==> src/rtl/regfile_write_arbiter.sv <==
// regfile_write_arbiter
//   Shares the regfile's single write port between the pipeline writeback
//   stage and the multiply/divide unit. Multdiv results wait in a 2-entry
//   FIFO and drain into cycles the pipeline leaves free; a head entry that
//   waits STARVE_LIMIT cycles forces a one-cycle pipeline stall.
// Ports
//   clock, reset                  rising-edge clock, sync active-high reset
//   wb_valid/wb_addr/wb_data      pipeline writeback request (no backpressure)
//   md_valid/md_addr/md_data      multdiv result, md_ready accepts it
//   ctrl_writeEnable/ctrl_writeReg/data_writeReg   registered write port
//   stall_pipe                    pipeline must not write this cycle
//   pending_mask                  one-hot OR of queued destination regs
//   protocol_err                  sticky: wb_valid seen during stall_pipe
module regfile_write_arbiter #(
    parameter int STARVE_LIMIT = 4
) (
    input  logic        clock,
    input  logic        reset,
    input  logic        wb_valid,
    input  logic [4:0]  wb_addr,
    input  logic [31:0] wb_data,
    input  logic        md_valid,
    input  logic [4:0]  md_addr,
    input  logic [31:0] md_data,
    output logic        md_ready,
    output logic        ctrl_writeEnable,
    output logic [4:0]  ctrl_writeReg,
    output logic [31:0] data_writeReg,
    output logic        stall_pipe,
    output logic [31:0] pending_mask,
    output logic        protocol_err
);
    localparam logic [3:0] LIM = 4'(STARVE_LIMIT);

    // Entry 0 is always the head; entry 1 shifts down on dequeue.
    logic [1:0]  count;
    logic [4:0]  q_addr [2];
    logic [31:0] q_data [2];
    logic [3:0]  starve_cnt;

    logic wb_grant, deq, enq;
    logic [1:0] slot;

    assign stall_pipe = (starve_cnt == LIM);
    assign md_ready   = (count != 2'd2);
    assign wb_grant   = !stall_pipe && wb_valid && (wb_addr != 5'd0);
    // stall_pipe implies count != 0, so a stall always dequeues.
    assign deq        = (count != 2'd0) && !wb_grant;
    assign enq        = md_valid && md_ready && (md_addr != 5'd0);
    // Slot the new entry lands in once this cycle's dequeue has shifted.
    assign slot       = count - 2'(deq);

    always_comb begin
        pending_mask = '0;
        if (count != 2'd0) pending_mask[q_addr[0]] = 1'b1;
        if (count == 2'd2) pending_mask[q_addr[1]] = 1'b1;
    end

    always_ff @(posedge clock) begin
        if (reset) begin
            count            <= 2'd0;
            starve_cnt       <= 4'd0;
            ctrl_writeEnable <= 1'b0;
            ctrl_writeReg    <= 5'd0;
            data_writeReg    <= 32'd0;
            protocol_err     <= 1'b0;
        end else begin
            ctrl_writeEnable <= wb_grant || deq;
            if (wb_grant) begin
                ctrl_writeReg <= wb_addr;
                data_writeReg <= wb_data;
            end else if (deq) begin
                ctrl_writeReg <= q_addr[0];
                data_writeReg <= q_data[0];
            end
            count <= count + 2'(enq) - 2'(deq);
            if (deq || count == 2'd0)
                starve_cnt <= 4'd0;
            else if (!stall_pipe)
                starve_cnt <= starve_cnt + 4'd1;
            if (wb_valid && stall_pipe)
                protocol_err <= 1'b1;
        end
    end

    // Payload storage needs no reset: validity comes from count.
    always_ff @(posedge clock) begin
        if (deq) begin
            q_addr[0] <= q_addr[1];
            q_data[0] <= q_data[1];
        end
        if (enq) begin
            if (slot == 2'd0) begin
                q_addr[0] <= md_addr;
                q_data[0] <= md_data;
            end else begin
                q_addr[1] <= md_addr;
                q_data[1] <= md_data;
            end
        end
    end
endmodule

==> config.mk <==
export PLATFORM = sky130hd
export DESIGN_NAME = regfile_write_arbiter
export DESIGN_NICKNAME = d
export VERILOG_FILES = /design/src/rtl/regfile_write_arbiter.sv
export SDC_FILE = /design/constraint.sdc
export NUM_CORES = 1
export LEC_CHECK = 0
export BUFFER_PORTS_ARGS = -buffer_cell sky130_fd_sc_hd__clkbuf_2
export CAP_MARGIN = 10
export CORE_ASPECT_RATIO = 0.7
export CORE_UTILIZATION = 30
export DETAILED_ROUTE_END_ITERATION = 10
export RECOVER_POWER = 50
export SETUP_SLACK_MARGIN = 0.05
export SLEW_MARGIN = 20
export SYNTH_ARGS = -nofsm -noshare
export SYNTH_HDL_FRONTEND = slang
export SYNTH_SLANG_ARGS = --single-unit
==> constraint.sdc <==
create_clock -name clock -period 6.7 [get_ports clock]
set_input_delay 0.335 -clock clock [delete_from_list [all_inputs] [get_ports clock]]
set_output_delay 0.335 -clock clock [all_outputs]
set_load 0.005 [all_outputs]
After elaboration in Yosys (flattened, before gate mapping)
Memory sizes are Yosys's and may differ from the RTL's.
Index checks and enable logic that the tools add are counted.
Cells by class
  reductions and logical operators: 19
  multiplexer cells: 20
  bitwise logic cells: 3
  add/sub/neg operators: 4
  order comparisons: 4
  eq/ne operators: 3
Operators with widths (number)
  $mux W32: 5
  $or A32 B32 Y32: 1
  $mux W5: 3
  $lt A5 B6 Y1 const B: 2
  $demux W1 S5: 2
  $ge A5 B1 Y1 const B: 2
  $mux W1: 10
  $reduce_bool A5 Y1: 2
  $logic_and A1 B1 Y1: 8
  $add A4 B1 Y4 const B: 1
  $eq A4 B3 Y1 const B: 1
  $logic_not A2 Y1: 2
  $reduce_bool A2 Y1: 2
  $sub A2 B1 Y2: 2
  $add A2 B1 Y2: 1
  $eq A2 B2 Y1 const B: 1
  $logic_not A1 Y1: 2
  $logic_or A1 B1 Y1: 2
  $ne A2 B2 Y1 const B: 1
  $or A1 B1 Y1: 2
  $reduce_or A2 Y1: 1
Storage, ports and cells
  word-level logic and storage cells: 61
  memories: 2
  input port bits: 78
  output and inout port bits: 73
  flip-flop bits (word level): 45
  RAM bits: 74
Memory list
  q_data: words 2, width 32, rd ports 2, clocked after Yosys merged registers in 0, write ports 2, RTL line 38  | logic [31:0] q_data [2];
  q_addr: words 2, width 5, rd ports 2, clocked after Yosys merged registers in 0, write ports 2, RTL line 37  | logic [4:0] q_addr [2];

Logic depth before layout (Yosys ltp)
  word-level depth: 12
  depth in mapped cells: 11
  mapped depth without buffers: 11

Worst setup path before layout
No wires, ideal clock.
  path type: flip-flop to flip-flop
  start: register starve_cnt[0]
  end: memory q_addr[1][0], in the netlist q_addr[0][5], enable pin
  stages on the path, launching flop included: 7
  arrival: 2.613 ns
  buffers on the path: 0
  path slack: 3.656 ns
  data required time: 6.269 ns
  cells stage by stage: dfxtp_1 > inv_1 > ha_1 > nand3b_1 > o211a_1 > a21oi_1 > nor2_1
RTL lines
  from (decl): RTL line 39  | logic [3:0] starve_cnt;
  from (signal assigned): RTL line 80  | starve_cnt <= starve_cnt + 4'd1;
  to (decl): RTL line 37

Worst setup path in the final report
  start: register count[1]
  end: output pending_mask[0]
On the way
  cells in the longest elaborated chain, start to end: 4
  elaborated cells between the ends (all ways): 5
Ends and longest elaborated chain
  from (decl): RTL line 36  | logic [1:0] count;
  from (signal assigned): RTL line 76  | count <= count + 2'(enq) - 2'(deq);
  $reduce_bool A2 Y1: RTL line 55  | if (count != 2'd0) pending_mask[q_addr[0]] = 1'b1;
  $mux W32: RTL line 55
  $or A32 B32 Y32 (no line)
  $mux W32 (*): RTL line 56  | if (count == 2'd2) pending_mask[q_addr[1]] = 1'b1;
  to (decl): RTL line 30  | output logic [31:0] pending_mask,
Every way passes the cells marked *; elsewhere a longest branch is shown, timed or not.

==> results.toml <==
[sta]
finalCritPeriodShare_pct = 59.31
fin_worst_skew_ns = 0.008220
setup-tns-final_ns = 0
fmax_ghz = 0.2516
fin_ws_ns = 2.726
worst-slew-pin-transition_ns = 2.869
drv_slew = 57
grt_setup_unrepaired = "false"
slew_headroom_pct = -91.94
fin_crit_ns = 3.974
finalSetupViolations = 0
hold_viol_final = 0
hold_slack_ns = 0.1248

[placement]
place.gp.congestion = 0.8114
dpl.hpwl_mm = 8.551
io_buffers = 150
pre_cts_ws_ns = 2.653

[die]
placementRows = 39
fp.dieH_um = 111.2
initial_core_util_pct = 30.98
core_area_um2 = 16490
dieArea_um2 = 17570
die_w_um = 158.0
io_pins = 151

[global_route]
antenna_found_initial = 0
grt_max_degree = 76
overflow = 0
grt_pass1_wl_mm = 20.26
grt_usage_pct = 15.20
grt_pass1_vias = 3927

[critical_path]
r2r_slack_ns = 2.83
arrival_ns = 3.64
r2r-end = "q_data[0][21]"
crit_required_ns = 6.36
critPathKind = "reg -> out"
startpoint_type = "flip-flop"
r2r-start = "starve_cnt[0]"
r2r_cells = 7
worstSetupEndpointType = "primary output"
cp_max_fo = 39

[detailed_routing]
drt_wl_total_mm = 12.75
first_iter_violations = 513
via_count = 4013
ant_nets = 0
drc = 0
vias_per_cell = 4.918
wl_per_cell_um = 15.62
drtPass1Iterations = 6

[synthesis]
synth-async-reset-ratio_pct = 0
synth_top_area_share_pct = 43.49
syn_nets = 522
syn_area_um2 = 5110
postSynthCellCount = 440
yosys.area.top_type = "edfxtp_1"
yosys_register_bits = 119
synthMostInstantiatedCell = "nand2_1"
synth_edf_count = 74
synth_common_cells = "77 x nand2_1, 74 x edfxtp_1, 49 x nor2_1, 45 x dfxtp_1, 35 x a311oi_1"
yosys_warnings = 0
yosysSeqAreaShare_pct = 61.12
synth_area_per_cell_um2 = 11.61
synth_cell_types = 31
synthFlopType = "edfxtp_1"
synthTopCellsByArea = "edfxtp_1 43%, dfxtp_1 18%, a311oi_1 6.0%, nand2_1 5.7%, mux2_2 4.4%"

[cts]
cts_tree = "built"
clk_latency_ns = 0.41
cts_resized = 0
cts_inserted_buffers = 17
cts.path.max_buffers = 2
cts_sinks = 119
postCtsSetupBuffers = 0
postCtsHoldBufs = 0
root_buffer = "clkbuf_16"
cts-htree-levels = 4
path_clk_slew_ns = 0.05

[pwr]
ir_drop_v = 0.0001371
power.density_nw_per_um2 = 385.4
p_leak_nw = 2.403
total_power_mw = 2.517

[layout]
nets = 660
diodes = 0
fillers = 1647
area_delta_synth_final_pct = 27.82
layout-drive-gt1-share_pct = 26.73

[min_path]
holdPathStages = 1
hp-class = "in -> reg"
whs_endpoint = "q_data[0][63]"
min-delay-start = "md_data[31]"

[outcome]
outcome = "complete, but fails checks"
violations = "max-capacitance violations, max-slew violations"

[flow_run]
maxCapViolCount = 2
## worst max path at each step
stage	from	endpoint	cells after the start
after detailed placement	wb_addr[1]	q_data[0][17]	6
after global placement	wb_addr[1]	q_data[0][16]	6
after global routing	count[1]	pending_mask[0]	4
after CTS	starve_cnt[0]	q_data[0][26]	7
after floorplan	starve_cnt[0]	q_addr[0][5]	6
final	count[1]	pending_mask[0]	4
## worst max-delay path: stages, from the launching register on
cell      delay [ns]
dfxtp_1         0.35
nor2_1          2.12
or3_1           0.47
o22ai_1         0.15
clkbuf_2        0.13
## area by class of cell
type                    instances  area, um^2  share of cell area, %
inverters                       6       22.52                 0.3448
repair buffers                152       718.2                  11.00
well taps                     225       281.5                  4.310
multi-input cells             282        1804                  27.62
clock inverters                13       128.9                  1.973
flip-flops and latches        119        3123                  47.82
clock buffers                  19       452.9                  6.935
## state kept, by name, summed over array words and instances (netlist names)
register / count
ctrl_writeEnable: 1
q_addr: 10
starve_cnt: 4
q_data: 64
protocol_err: 1
data_writeReg: 32
ctrl_writeReg: 5
count: 2
## cells in the final DEF, fill, tap and decap left out, types with 3 or more instances in the layout
cell        count
nor2_1         49
o22ai_1        32
or2_2           4
edfxtp_1       74
or3_1           5
clkbuf_16      17
inv_1           6
or3b_2          4
clkinv_1        3
ha_1            4
clkbuf_2       96
nand2_1        77
xnor2_1         4
a21oi_1         6
a311oi_1       35
clkinvlp_4      4
clkbuf_1       54
mux2_1         19
nand3b_1        7
nand3_1         5
mux2_2         20
dfxtp_1        45
## cells by family after synthesis
family,share of synthesized area [%]
and+or+nand+nor,13.34
DFF,61.12
AOI/OAI and AO/OA,11.51
buffers and inverters,3.771
muxes,8.595
xor gates and xnor gates,0.6855
adders and majority gates,0.9795
## stage by stage
step | util, % | instances | cell area, um^2
finish | 39.60 | 816 | 6531
global route | 39.60 | 816 | 6531
CTS | 39.93 | 815 | 6586
detailed placement | 36.41 | 783 | 6005
global placement | 36.41 | 783 | 6005
floorplan | - | 440 | 5110
## where the power goes
part           switching (mW)  internal [mW]
registers              0.0883           1.00
logic                   0.334          0.201
clock network           0.328          0.562
## routing by layer
layer  GRT usage (%)  part of all wire (%)
met4           6.603                   1.7
met2           22.79                    44
met3           5.238                   7.5
met5               0                     0
met1           19.71                    47
Note: power is estimated with default switching activity, not from simulation.
